==> src/rtl/core_pkg.sv <==
// Shared decode definitions: opcodes, ALU operation encoding, immediate formats,
// the decode FSM state type and the ID/EX register layout.
package core_pkg;

  localparam logic [6:0] OPC_LUI    = 7'b0110111;
  localparam logic [6:0] OPC_AUIPC  = 7'b0010111;
  localparam logic [6:0] OPC_JAL    = 7'b1101111;
  localparam logic [6:0] OPC_JALR   = 7'b1100111;
  localparam logic [6:0] OPC_BRANCH = 7'b1100011;
  localparam logic [6:0] OPC_LOAD   = 7'b0000011;
  localparam logic [6:0] OPC_STORE  = 7'b0100011;
  localparam logic [6:0] OPC_OP_IMM = 7'b0010011;
  localparam logic [6:0] OPC_OP     = 7'b0110011;

  typedef enum logic [3:0] {
    ALU_ADD   = 4'd0,
    ALU_SUB   = 4'd1,
    ALU_SLL   = 4'd2,
    ALU_SLT   = 4'd3,
    ALU_SLTU  = 4'd4,
    ALU_XOR   = 4'd5,
    ALU_SRL   = 4'd6,
    ALU_SRA   = 4'd7,
    ALU_OR    = 4'd8,
    ALU_AND   = 4'd9,
    ALU_PASSB = 4'd10
  } alu_op_t;

  typedef enum logic {
    ST_RUN    = 1'b0,
    ST_BUBBLE = 1'b1
  } dec_state_t;

  typedef enum logic [2:0] {
    FMT_R    = 3'd0,
    FMT_I    = 3'd1,
    FMT_S    = 3'd2,
    FMT_B    = 3'd3,
    FMT_U    = 3'd4,
    FMT_J    = 3'd5,
    FMT_NONE = 3'd6
  } imm_fmt_t;

  typedef struct packed {
    logic [31:0] pc;
    logic [31:0] rs1_data;
    logic [31:0] rs2_data;
    logic [31:0] imm;
    logic [4:0]  rd_addr;
    alu_op_t     alu_op;
    logic        src_imm;
    logic        mem_rd;
    logic        mem_wr;
    logic        reg_wr;
    logic        illegal;
  } id_ex_t;

  function automatic imm_fmt_t opc_fmt(input logic [6:0] opc);
    imm_fmt_t fmt;
    fmt = FMT_NONE;
    case (opc)
      OPC_OP:                                fmt = FMT_R;
      OPC_OP_IMM, OPC_LOAD, OPC_JALR:        fmt = FMT_I;
      OPC_STORE:                             fmt = FMT_S;
      OPC_BRANCH:                            fmt = FMT_B;
      OPC_LUI, OPC_AUIPC:                    fmt = FMT_U;
      OPC_JAL:                               fmt = FMT_J;
      default:                               fmt = FMT_NONE;
    endcase
    return fmt;
  endfunction

  // bit 30 selects SUB only for register-register ops; for shifts it selects SRA
  function automatic alu_op_t alu_from_funct(input logic [2:0] f3, input logic b30,
                                             input logic is_reg);
    alu_op_t op;
    op = ALU_ADD;
    case (f3)
      3'd0:    op = (is_reg && b30) ? ALU_SUB : ALU_ADD;
      3'd1:    op = ALU_SLL;
      3'd2:    op = ALU_SLT;
      3'd3:    op = ALU_SLTU;
      3'd4:    op = ALU_XOR;
      3'd5:    op = b30 ? ALU_SRA : ALU_SRL;
      3'd6:    op = ALU_OR;
      default: op = ALU_AND;
    endcase
    return op;
  endfunction

endpackage

==> src/rtl/imm_gen.sv <==
// Combinational immediate extraction; sign-extends I/S/B/U/J formats, zero for
// register-register and unsupported opcodes.
module imm_gen
  import core_pkg::*;
(
  input  logic [31:0] instr_i,
  output logic [31:0] imm_o
);

  always_comb begin
    imm_o = '0;
    case (opc_fmt(instr_i[6:0]))
      FMT_I:   imm_o = {{20{instr_i[31]}}, instr_i[31:20]};
      FMT_S:   imm_o = {{20{instr_i[31]}}, instr_i[31:25], instr_i[11:7]};
      FMT_B:   imm_o = {{19{instr_i[31]}}, instr_i[31], instr_i[7], instr_i[30:25],
                        instr_i[11:8], 1'b0};
      FMT_U:   imm_o = {instr_i[31:12], 12'b0};
      FMT_J:   imm_o = {{11{instr_i[31]}}, instr_i[31], instr_i[19:12], instr_i[20],
                        instr_i[30:21], 1'b0};
      default: imm_o = '0;
    endcase
  end

endmodule

==> src/rtl/decode_stage.sv <==
// Instruction decode stage with ID/EX register, load-use bubble insertion and flush.
// Optional macro DECODE_WB_BYPASS_EN forwards the same-cycle writeback into captured operands.
//
// state  | meaning
// RUN    | normal decode; accepts from fetch whenever the ID/EX slot frees up
// BUBBLE | NOP held in ID/EX after a load-use hazard; fetch stays stalled
module decode_stage
  import core_pkg::*;
#(
  parameter int unsigned LOAD_USE_STALL = 1
) (
  input  logic        clk,
  input  logic        rst_n,
  input  logic        if_valid_i,
  output logic        if_ready_o,
  input  logic [31:0] instr_i,
  input  logic [31:0] pc_i,
  output logic [4:0]  rs1_addr_o,
  output logic [4:0]  rs2_addr_o,
  input  logic [31:0] rs1_data_i,
  input  logic [31:0] rs2_data_i,
  input  logic        wb_wr_en_i,
  input  logic [4:0]  wb_rd_addr_i,
  input  logic [31:0] wb_data_i,
  input  logic        flush_i,
  output logic        id_valid_o,
  input  logic        ex_ready_i,
  output logic [31:0] id_pc_o,
  output logic [31:0] id_rs1_data_o,
  output logic [31:0] id_rs2_data_o,
  output logic [31:0] id_imm_o,
  output logic [4:0]  id_rd_addr_o,
  output logic [3:0]  id_alu_op_o,
  output logic        id_src_imm_o,
  output logic        id_mem_rd_o,
  output logic        id_mem_wr_o,
  output logic        id_reg_wr_o,
  output logic        id_illegal_o
);

  dec_state_t  state_q, state_d;
  logic        id_valid_q, id_valid_d;
  id_ex_t      id_ex_q, id_ex_d;

  logic [6:0]  opcode;
  logic [4:0]  rd_field;
  logic [31:0] dec_imm;
  logic [31:0] op1, op2;
  alu_op_t     dec_alu;
  logic        dec_src_imm, dec_mem_rd, dec_mem_wr, dec_writes_rd, dec_illegal;
  logic        use_rs1, use_rs2;
  id_ex_t      dec_entry;
  logic        hazard, in_fire, out_fire;

  assign opcode     = instr_i[6:0];
  assign rd_field   = instr_i[11:7];
  assign rs1_addr_o = instr_i[19:15];
  assign rs2_addr_o = instr_i[24:20];

  imm_gen u_imm_gen (
    .instr_i (instr_i),
    .imm_o   (dec_imm)
  );

`ifdef DECODE_WB_BYPASS_EN
  logic byp_rs1, byp_rs2;
  assign byp_rs1 = wb_wr_en_i && (wb_rd_addr_i != 5'd0) && (wb_rd_addr_i == rs1_addr_o);
  assign byp_rs2 = wb_wr_en_i && (wb_rd_addr_i != 5'd0) && (wb_rd_addr_i == rs2_addr_o);
  assign op1     = byp_rs1 ? wb_data_i : rs1_data_i;
  assign op2     = byp_rs2 ? wb_data_i : rs2_data_i;
`else
  logic unused_wb;
  assign op1       = rs1_data_i;
  assign op2       = rs2_data_i;
  assign unused_wb = ^{wb_wr_en_i, wb_rd_addr_i, wb_data_i};
`endif

  always_comb begin
    dec_alu       = ALU_ADD;
    dec_src_imm   = 1'b0;
    dec_mem_rd    = 1'b0;
    dec_mem_wr    = 1'b0;
    dec_writes_rd = 1'b0;
    dec_illegal   = 1'b0;
    use_rs1       = 1'b0;
    use_rs2       = 1'b0;
    case (opcode)
      OPC_OP: begin
        dec_alu       = alu_from_funct(instr_i[14:12], instr_i[30], 1'b1);
        dec_writes_rd = 1'b1;
        use_rs1       = 1'b1;
        use_rs2       = 1'b1;
      end
      OPC_OP_IMM: begin
        dec_alu       = alu_from_funct(instr_i[14:12], instr_i[30], 1'b0);
        dec_src_imm   = 1'b1;
        dec_writes_rd = 1'b1;
        use_rs1       = 1'b1;
      end
      OPC_LOAD: begin
        dec_src_imm   = 1'b1;
        dec_mem_rd    = 1'b1;
        dec_writes_rd = 1'b1;
        use_rs1       = 1'b1;
      end
      OPC_STORE: begin
        dec_src_imm = 1'b1;
        dec_mem_wr  = 1'b1;
        use_rs1     = 1'b1;
        use_rs2     = 1'b1;
      end
      OPC_BRANCH: begin
        dec_alu = ALU_SUB;
        use_rs1 = 1'b1;
        use_rs2 = 1'b1;
      end
      OPC_JALR: begin
        dec_src_imm   = 1'b1;
        dec_writes_rd = 1'b1;
        use_rs1       = 1'b1;
      end
      OPC_JAL, OPC_AUIPC: begin
        dec_src_imm   = 1'b1;
        dec_writes_rd = 1'b1;
      end
      OPC_LUI: begin
        dec_alu       = ALU_PASSB;
        dec_src_imm   = 1'b1;
        dec_writes_rd = 1'b1;
      end
      default: dec_illegal = 1'b1;
    endcase
  end

  // rd is reported only for formats that write it, so S/B/illegal carry rd = 0
  always_comb begin
    dec_entry          = '0;
    dec_entry.pc       = pc_i;
    dec_entry.rs1_data = op1;
    dec_entry.rs2_data = op2;
    dec_entry.imm      = dec_imm;
    dec_entry.rd_addr  = dec_writes_rd ? rd_field : 5'd0;
    dec_entry.alu_op   = dec_alu;
    dec_entry.src_imm  = dec_src_imm;
    dec_entry.mem_rd   = dec_mem_rd;
    dec_entry.mem_wr   = dec_mem_wr;
    dec_entry.reg_wr   = dec_writes_rd && (rd_field != 5'd0);
    dec_entry.illegal  = dec_illegal;
  end

  assign hazard = (LOAD_USE_STALL != 0) && if_valid_i && id_valid_q && id_ex_q.mem_rd &&
                  (id_ex_q.rd_addr != 5'd0) &&
                  ((use_rs1 && (rs1_addr_o == id_ex_q.rd_addr)) ||
                   (use_rs2 && (rs2_addr_o == id_ex_q.rd_addr)));

  assign if_ready_o = (!id_valid_q || ex_ready_i) && (state_q == ST_RUN) && !hazard;
  assign in_fire    = if_valid_i && if_ready_o && !flush_i;
  assign out_fire   = id_valid_q && ex_ready_i;

  always_comb begin
    state_d    = state_q;
    id_valid_d = id_valid_q;
    id_ex_d    = id_ex_q;
    if (flush_i) begin
      id_valid_d = 1'b0;
      state_d    = ST_RUN;
    end else begin
      case (state_q)
        ST_RUN: begin
          if (in_fire) begin
            id_ex_d    = dec_entry;
            id_valid_d = 1'b1;
          end else if (hazard && out_fire) begin
            // the load leaves this cycle; a NOP takes its place
            id_ex_d    = '0;
            id_valid_d = 1'b1;
            state_d    = ST_BUBBLE;
          end else if (out_fire) begin
            id_valid_d = 1'b0;
          end
        end
        ST_BUBBLE: begin
          if (ex_ready_i) begin
            id_valid_d = 1'b0;
            state_d    = ST_RUN;
          end
        end
        default: state_d = ST_RUN;
      endcase
    end
  end

  always_ff @(posedge clk or negedge rst_n) begin
    if (!rst_n) begin
      state_q    <= ST_RUN;
      id_valid_q <= 1'b0;
      id_ex_q    <= '0;
    end else begin
      state_q    <= state_d;
      id_valid_q <= id_valid_d;
      id_ex_q    <= id_ex_d;
    end
  end

  assign id_valid_o    = id_valid_q;
  assign id_pc_o       = id_ex_q.pc;
  assign id_rs1_data_o = id_ex_q.rs1_data;
  assign id_rs2_data_o = id_ex_q.rs2_data;
  assign id_imm_o      = id_ex_q.imm;
  assign id_rd_addr_o  = id_ex_q.rd_addr;
  assign id_alu_op_o   = id_ex_q.alu_op;
  assign id_src_imm_o  = id_ex_q.src_imm;
  assign id_mem_rd_o   = id_ex_q.mem_rd;
  assign id_mem_wr_o   = id_ex_q.mem_wr;
  assign id_reg_wr_o   = id_ex_q.reg_wr;
  assign id_illegal_o  = id_ex_q.illegal;

endmodule

==> config.mk <==
export PLATFORM = sky130hd
export DESIGN_NAME = decode_stage
export DESIGN_NICKNAME = d
export VERILOG_FILES = /design/src/rtl/core_pkg.sv /design/src/rtl/imm_gen.sv /design/src/rtl/decode_stage.sv
export SDC_FILE = /design/constraint.sdc
export NUM_CORES = 1
export LEC_CHECK = 0
export CORE_ASPECT_RATIO = 0.6
export CORE_MARGIN = 8
export CORE_UTILIZATION = 41
export DETAILED_ROUTE_END_ITERATION = 8
export HOLD_SLACK_MARGIN = 0.02
export PLACE_DENSITY = 0.95
export SLEW_MARGIN = 20
export SYNTH_ARGS = -nofsm -noshare
export SYNTH_HDL_FRONTEND = slang
export SYNTH_SLANG_ARGS = --single-unit
==> constraint.sdc <==
create_clock -name clk -period 3.9 [get_ports clk]
set_input_delay 0.585 -clock clk [delete_from_list [all_inputs] [get_ports clk]]
set_output_delay 0.585 -clock clk [all_outputs]
set_load 0.01 [all_outputs]
==> results of run 1 <==
==> path summary, 6_finish.rpt <==
path                                              from  slack [ns]                            end
max in group asynchronous                        rst_n        2.86        id_pc_o[23]$_DFFE_PN0P_
min in group clk              id_imm_o[18]$_DFFE_PN0P_        0.48       id_imm_o[18]$_DFFE_PN0P_
hold / removal                                   rst_n        0.21  id_rs2_data_o[31]$_DFFE_PN0P_
setup reg to reg           id_rd_addr_o[1]$_DFFE_PN0P_        1.07   id_rs1_data_o[9]$_DFFE_PN0P_
setup / recovery                            instr_i[2]        0.46                     if_ready_o
hold reg to reg               id_imm_o[18]$_DFFE_PN0P_        0.48       id_imm_o[18]$_DFFE_PN0P_
==> report_power, final <==
part	leakage (nW)	internal [mW]	switching, mW
Clock	0.296	1.07	0.639
Combinational	1.87	0.519	0.348
Sequential	1.86	1.65	0.0928
==> routing by layer <==
layer  routed length, µm  vias up  GRT usage (%)
met2                9500      294           33.7
li1                    -     2384              -
met3                2680       19           9.79
met1                8780     2578           28.3
met5                   0        -              0
met4                 193        0           4.47
==> registers in the layout (all words and copies together), names as in the netlist, 4 cells and up <==
| name | count |
|---|---|
| id_pc_o | 32 |
| id_rd_addr_o | 5 |
| id_rs1_data_o | 32 |
| id_imm_o | 32 |
| id_rs2_data_o | 32 |
| id_alu_op_o | 4 |
==> cells by family after synthesis <==
family                     synth area share, %
AOI/OAI and AO/OA                         25.5
xor gates and xnor gates                  1.61
adders and majority gates                0.209
buffers and inverters                     4.31
DFF                                       60.2
muxes                                    0.167
and+or+nand+nor                           7.93
==> worst register-to-register path, delay by kind of cell, from the launching register on <==
kind	cells	cell delay (ns)
AOI/OAI and AO/OA	2	0.42
DFF	1	0.46
and+or+nand+nor	4	1.53
buffers and inverters	1	0.35
==> cells in the mapped netlist, drive strengths merged <==
library cell / n / area [µm²]
nand4: 3 / 18.8
xnor2: 8 / 70.1
or3: 3 / 18.8
a2111oi: 2 / 55.1
buf: 33 / 198
nand2b: 5 / 31.3
nand3: 3 / 15.0
dfrtp: 144 / 3600
nor4: 1 / 6.26
mux2i: 1 / 10.0
clkbuf: 13 / 48.8
nor2: 10 / 47.6
a32o: 2 / 20.0
and3b: 1 / 8.76
inv: 3 / 11.3
o21a: 2 / 22.5
or4: 2 / 15.0
nand4b: 1 / 8.76
nor2b: 2 / 12.5
and4bb: 2 / 25.0
a32oi: 1 / 8.76
a22oi: 4 / 30.0
nand3b: 1 / 20.0
and3: 2 / 12.5
xor2: 3 / 26.3
a21oi: 28 / 140
a22o: 110 / 963
a211oi: 3 / 35.0
ha: 1 / 12.5
o31ai: 1 / 7.51
o21bai: 2 / 15.0
nor4b: 1 / 8.76
nand2: 41 / 154
o22ai: 1 / 6.26
nor3: 9 / 61.3
o311ai: 1 / 16.3
o21ai: 38 / 190
o41ai: 2 / 17.5
and4b: 1 / 10.0
==> stage by stage <==
stage | area, µm² | worst slack [ns] | utilization [%]
floorplan | 5980 | 1.28 | -
global placement | 9010 | 0.509 | 62.7
detailed placement | 9010 | 0.431 | 62.7
CTS | 9630 | 0.485 | 66.9
global route | 9630 | 0.301 | 66.9
finish | 9630 | 0.457 | 66.9
==> final cells by class <==
| class | count | area share (%) |
|---|---|---|
| clock buffer | 17 | 4.42 |
| clock inverter | 13 | 1.96 |
| inverter | 3 | 0.117 |
| multi-input combinational | 298 | 22.1 |
| sequential | 144 | 37.4 |
| tap | 198 | 2.57 |
| timing repair buffer | 303 | 31.3 |
==> impl_metrics.toml, run 1 <==
[pwr]
power_mw = 4.31
p_per_area_mw_per_mm2 = 448
leakagePower_nw = 4.02
peakVddDrop_uv = 270

[layout]
area_delta_synth_final_pct = 60.9
fin_nets = 939
fin_cells = 976
final_cell_mix = "clkdlybuf4s50_1 (285), dfrtp_1 (144), a22o_1 (110)"
diodes = 0
final_common_cell = "clkdlybuf4s50_1"
drive_gt1_share_pct = 7.84
multiInputGateArea_mm2 = 0.00213
regArea_mm2 = 0.00360
fillers = 1051

[global_routing]
grt_usage_pct = 21.9
grt.overflow.total = 0
grt_pass1_vias = 5296
grt_pass1_wl_um = 31400
grt_max_degree = 94
antenna_found_initial = 0

[floorplan]
die_y_um = 110
die-area_mm2 = 0.0188
die_w_um = 172
io_pins = 325
rows = 34
initial_core_util_pct = 41.6
core_area_mm2 = 0.0144

[placed_design]
place_congestion = 0.896
dpl.hpwl_um = 16000
port_buffers = 286
place_inst = 946

[routing]
postRouteWirelength_um = 21200
vias = 5275
first_pass_iters = 4
vias_per_cell = 5.40
drtIter0Drc = 449
remaining_drc_errors = 0
wire_per_inst_um = 21.7
ant_nets = 0

[timing]
hold_violations = 0
rsz0062_at_grt = "no"
clock_skew_ns = 0.0103
fmax_mhz = 290
tightest_slew_ns = 1.02
final_max_slew_viol_count = 0
setup_viol = 0
layout_min_cycle_time_ns = 3.44
hold_slack_ns = 0.214
relSlewSlack_pct = 31.7
tns_ns = 0
timing.final.crit_share_pct = 88.3

[synthesis]
synth_cell_types = 50
ys_ff_latch = 144
synth_cells = 491
syn-num-nets = 663
ys.warnings.count = 0
ys_seq_area_share_pct = 60.2
avgSynthCellArea_um2 = 12.2
syn_area_mm2 = 0.00598

[clocking]
h-tree-depth = 4
cts_tree = "yes"
clockRootBuffer = "clkbuf_16"
worstSkewPairLatency_ns = 0.41
post_cts_buffers = 0
ctsHoldBuffers = 0
clkTransAtPathRegs_ns = 0.06
clkSinkCount = 144
ctsResizeCount = 0
clk_path_buf_depth = 2
cts_buffers = 17

[critical_path]
max_stage_delay_ns = 0.68
cp.depth = 7
critical_path.max_fanout = 10
cp-start-kind = "input port"
crit_slowest_cell = "clkdlybuf4s50_1"
cp_cell_sequence = "clkdlybuf4s50_1 > nor2_1 > o21bai_1 > nor3_1 > o21a_4 > nor3_1 > clkdlybuf4s50_1"
path_buf_inv = 2
end_kind = "output port"
cp_top_family = "buffers and inverters"
worst_r2r_path_depth = 7
worstSetupPathType = "in -> out"
cp.arrival_ns = 2.86
worstPathRequired_ns = 3.31

[outcome]
status = "complete, no violations"

[worst_hold_path]
worst_hold_path_type = "in -> async"

[run]
drv_cap = 0
Note: power is estimated with default switching activity, not from simulation.
==> run 2, diff against run 1 <==
--- a/config.mk
+++ b/config.mk
@@ -5,9 +5,11 @@
 export SDC_FILE = /design/constraint.sdc
 export NUM_CORES = 1
 export LEC_CHECK = 0
+export CELL_PAD_IN_SITES_DETAIL_PLACEMENT = 1
+export CELL_PAD_IN_SITES_GLOBAL_PLACEMENT = 1
 export CORE_ASPECT_RATIO = 0.6
 export CORE_MARGIN = 8
-export CORE_UTILIZATION = 41
+export CORE_UTILIZATION = 31
 export DETAILED_ROUTE_END_ITERATION = 8
 export HOLD_SLACK_MARGIN = 0.02
 export PLACE_DENSITY = 0.95
==> impl_metrics.toml, run 2 (same netlist as run 1, synthesis figures left out) <==
[critical_path]
worstPathRequired_ns = 3.31
cp.arrival_ns = 2.91
worstSetupPathType = "in -> out"
end_kind = "output port"
critical_path.max_fanout = 9
cp-start-kind = "input port"

[global_routing]
grt_pass1_vias = 5916
grt_pass1_wl_um = 36900
grt_usage_pct = 19.7
grt_max_degree = 75
grt.overflow.total = 0
antenna_found_initial = 1

[layout]
fin_nets = 937
final_core_util_pct = 50.8
fillers = 1995
final_common_cell = "clkdlybuf4s50_1"
final_cell_mix = "clkdlybuf4s50_1 (285), dfrtp_1 (144), a22o_1 (110)"
drive_gt1_share_pct = 7.71
area_delta_synth_final_pct = 61.2

[pwr]
p_per_area_mw_per_mm2 = 439
power_mw = 4.24
leakagePower_nw = 3.99
peakVddDrop_uv = 276

[routing]
drtIter0Drc = 273
vias_per_cell = 5.21
wire_per_inst_um = 23.3
vias = 5341
first_pass_iters = 4
postRouteWirelength_um = 23900
remaining_drc_errors = 0
ant_nets = 0

[clocking]
clkTransAtPathRegs_ns = 0.07
ctsHoldBuffers = 0
h-tree-depth = 4
worstSkewPairLatency_ns = 0.42
clk_path_buf_depth = 2
cts_buffers = 17
cts_tree = "yes"
post_cts_buffers = 0
ctsResizeCount = 0
clkSinkCount = 144
clockRootBuffer = "clkbuf_16"

[floorplan]
io_pins = 325
rows = 39
die_w_um = 195
core_area_mm2 = 0.0190
die-area_mm2 = 0.0241
die_y_um = 124
initial_core_util_pct = 31.5

[timing]
fmax_mhz = 286
tightest_slew_ns = 0.717
layout_setup_ws_ns = 0.404
hold_violations = 0
final_max_slew_viol_count = 0
clock_skew_ns = 0.0202
relSlewSlack_pct = 52.2
layout_min_cycle_time_ns = 3.50
timing.final.crit_share_pct = 89.6
setup_viol = 0
tns_ns = 0
rsz0062_at_grt = "no"

[placed_design]
dpl.hpwl_um = 17800
port_buffers = 286
place_congestion = 0.824
dpl_worst_slack_ns = 0.472

[run]
drv_cap = 0

[outcome]
status = "complete, no violations"

[worst_hold_path]
worst_hold_path_type = "in -> async"
[run 2: report_power, final]
group	internal [mW]	total [mW]	switching, mW
clock	0.900	1.61	0.706
sequential	1.65	1.75	0.0998
combinational	0.520	0.887	0.367
total	3.06	4.24	1.17
[run 2: critical path, stage by stage]
cell and delay (ns):
clkdlybuf4s50_1 0.58, buf_4 0.25, nor2_1 0.19, o21bai_1 0.14
nor3_1 0.30, o21a_4 0.28, nor3_1 0.08, clkdlybuf4s50_1 0.49
[run 2: stage by stage]
step                cell area [µm²]  cells  hold WS (ns)
floorplan                      5980    491         0.289
global placement               9070    992         0.463
detailed placement             9070    992         0.470
CTS                            9640   1024         0.204
global route                   9640   1025         0.236
finish                         9640   1025         0.175
[run 2: worst paths after layout]
kind	from	end	cells past startpoint	slack [ns]
hold / removal	rst_n	id_imm_o[20]$_DFFE_PN0P_	1	0.18
max in group asynchronous	rst_n	id_rs2_data_o[26]$_DFFE_PN0P_	2	2.82
min in group clk	id_imm_o[28]$_DFFE_PN0P_	id_imm_o[28]$_DFFE_PN0P_	2	0.48
setup / recovery	instr_i[2]	if_ready_o	8	0.40
hold reg to reg	id_imm_o[28]$_DFFE_PN0P_	id_imm_o[28]$_DFFE_PN0P_	2	0.48
setup reg to reg	id_rd_addr_o[2]$_DFFE_PN0P_	id_rs2_data_o[2]$_DFFE_PN0P_	7	1.57
[run 2: routing by layer]
| metal | track usage [%] | share of wire [%] | vias up |
|---|---|---|---|
| met3 | 8.90 | 10 | 15 |
| met2 | 31.2 | 47 | 242 |
| li1 | - | - | 2384 |
| met5 | 0 | 0 | - |
| met4 | 4.95 | 0.77 | 0 |
| met1 | 24.4 | 42 | 2700 |
[run 2: cell type report]
| cell class | count | area (µm²) | share of cell area (%) |
|---|---|---|---|
| clock buffers | 18 | 429 | 4.45 |
| clock inverters | 14 | 144 | 1.49 |
| flip-flops and latches | 144 | 3600 | 37.4 |
| diodes | 1 | 2.50 | 0.0259 |
| well taps | 246 | 308 | 3.19 |
| multi-input cells | 298 | 2130 | 22.1 |
| inverters | 3 | 11.3 | 0.117 |
| repair buffers | 301 | 3010 | 31.3 |
==> run 3, diff against run 2 <==
--- a/config.mk
+++ b/config.mk
@@ -9,10 +9,11 @@
 export CELL_PAD_IN_SITES_GLOBAL_PLACEMENT = 1
 export CORE_ASPECT_RATIO = 0.6
 export CORE_MARGIN = 8
-export CORE_UTILIZATION = 31
+export CORE_UTILIZATION = 29
 export DETAILED_ROUTE_END_ITERATION = 8
 export HOLD_SLACK_MARGIN = 0.02
-export PLACE_DENSITY = 0.95
+export MAX_ROUTING_LAYER = met4
+export PLACE_DENSITY = 0.91
 export SLEW_MARGIN = 20
 export SYNTH_ARGS = -nofsm -noshare
 export SYNTH_HDL_FRONTEND = slang
==> constraint.sdc (replaced) <==
create_clock -name clk -period 3.5 [get_ports clk]
set_input_delay 0.525 -clock clk [delete_from_list [all_inputs] [get_ports clk]]
set_output_delay 0.525 -clock clk [all_outputs]
set_load 0.01 [all_outputs]
==> impl_metrics.toml, run 3 (same netlist as run 1, synthesis figures left out) <==
[critical_path]
critical_path.max_fanout = 7
crit_path_start = "instr_i[3]"
r2r_setup_slack_ns = 0.92
r2r-end = "id_rs1_data_o[30]$_DFFE_PN0P_"
worstPathRequired_ns = 2.97
worst_r2r_path_depth = 8
end_kind = "output port"
cp-endpoint = "if_ready_o"
worstSetupPathType = "in -> out"
r2r_start = "id_rd_addr_o[2]$_DFFE_PN0P_"
cp.arrival_ns = 2.75
cp-start-kind = "input port"

[floorplan]
io_pins = 325
rows = 40
core_area_mm2 = 0.0201
die_y_um = 127
die-area_mm2 = 0.0256
die_w_um = 201
initial_core_util_pct = 29.7

[layout]
fillers = 2109
area_delta_synth_final_pct = 63.3
fin_nets = 943
diodes = 0
drive_gt1_share_pct = 8.18
final_cell_mix = "clkdlybuf4s50_1 (285), dfrtp_1 (144), a22o_1 (110)"
final_common_cell = "clkdlybuf4s50_1"
design_area_mm2 = 0.00977

[clocking]
ctsResizeCount = 0
clockRootBuffer = "clkbuf_16"
ctsHoldBuffers = 0
clkSinkCount = 144
cts_buffers = 17
cts_tree = "yes"
worstSkewPairLatency_ns = 0.42
clk_path_buf_depth = 2
h-tree-depth = 4
post_cts_buffers = 0
clkTransAtPathRegs_ns = 0.06

[routing]
wl_met2_um = 11200
ant_nets = 0
vias = 5325
wl_met1_um = 10300
drtIter0Drc = 249
topRoutingLayerUsed = "met4"
met3_wirelength_um = 2130
first_pass_iters = 4
remaining_drc_errors = 0
wire_per_inst_um = 22.7
postRouteWirelength_um = 24000
vias_per_cell = 5.05

[timing]
clock_skew_ns = 0.00872
final_max_slew_viol_count = 0
hold_slack_ns = 0.180
hold_violations = 0
tightest_slew_ns = 0.822
fmax_mhz = 306
timing.final.crit_share_pct = 93.5
rsz0062_at_grt = "no"
tns_ns = 0
setup_viol = 0
layout_setup_ws_ns = 0.227
layout_min_cycle_time_ns = 3.27
relSlewSlack_pct = 45.2

[pwr]
leakagePower_nw = 4.05
p_per_area_mw_per_mm2 = 499
peakVddDrop_uv = 291

[placed_design]
port_buffers = 286
place_congestion = 0.827
dpl.hpwl_um = 18400
dpl_worst_slack_ns = 0.215
dpl-instance-area_mm2 = 0.00915

[global_routing]
grt_pass1_wl_um = 37600
grt_usage_pct = 19.5
grt_pass1_vias = 6077
grt.overflow.total = 0
antenna_found_initial = 0
grt_max_degree = 87

[outcome]
status = "complete, no violations"

[worst_hold_path]
worst_hold_path_type = "in -> async"

[run]
drv_cap = 0
run 3: changes by cell type in the layout (fill, tap and decap cells not counted):
cell,before,now
diode_2,1,0
bufinv_16,1,4
clkinvlp_4,4,0
inv_6,5,0
inv_8,2,0
clkinv_2,0,3
clkbuf_8,0,2
buf_4,12,18
clkinv_4,2,3
run 3: metal layers:
| metal | vias to the layer above | GRT usage [%] |
|---|---|---|
| met2 | 225 | 30.3 |
| met5 | - | - |
| li1 | 2384 | - |
| met1 | 2690 | 23.1 |
| met3 | 26 | 8.15 |
| met4 | 0 | 5.39 |
run 3: worst min path at each step:
stage | start | to
2_1_floorplan | rst_n | id_alu_op_o[0]$_DFFE_PN0P_
3_3_place_gp | id_imm_o[15]$_DFFE_PN0P_ | id_imm_o[15]$_DFFE_PN0P_
3_5_place_dp | id_imm_o[20]$_DFFE_PN0P_ | id_imm_o[20]$_DFFE_PN0P_
4_1_cts | rst_n | id_imm_o[12]$_DFFE_PN0P_
5_1_grt | rst_n | id_imm_o[14]$_DFFE_PN0P_
6_report | rst_n | id_imm_o[14]$_DFFE_PN0P_
run 3: final cells by class:
| type | count | area [µm²] | area share (%) |
|---|---|---|---|
| timing repair buffer | 307 | 3060 | 31.3 |
| sequential | 144 | 3600 | 36.9 |
| clock inverter | 10 | 161 | 1.65 |
| tap | 273 | 342 | 3.50 |
| inverter | 3 | 11.3 | 0.115 |
| multi-input combinational | 298 | 2130 | 21.8 |
| clock buffer | 20 | 457 | 4.68 |
run 3: worst max-delay path: stages:
cell and delay (ns):
clkdlybuf4s50_1 0.54, nand3b_4 0.27, o21bai_1 0.21, nor3_1 0.42, o21a_4 0.22, nor3_1 0.06
clkdlybuf4s50_1 0.49
run 3: power breakdown:
part	internal [mW]	total, mW	leakage [nW]	switching (mW)
clock network	1.22	1.93	0.306	0.707
logic	0.582	0.993	1.89	0.411
registers	1.83	1.95	1.86	0.111
total	3.64	4.87	4.05	1.23
run 3: through the flow:
| stage | total power, mW | utilization (%) | instances |
|---|---|---|---|
| finish | 4.87 | 48.5 | 1055 |
| global route | 5.08 | 48.5 | 1055 |
| CTS | 4.94 | 48.5 | 1055 |
| detailed placement | 2.98 | 45.5 | 1025 |
| global placement | 2.94 | 45.5 | 1025 |
| floorplan | 2.29 | - | 491 |
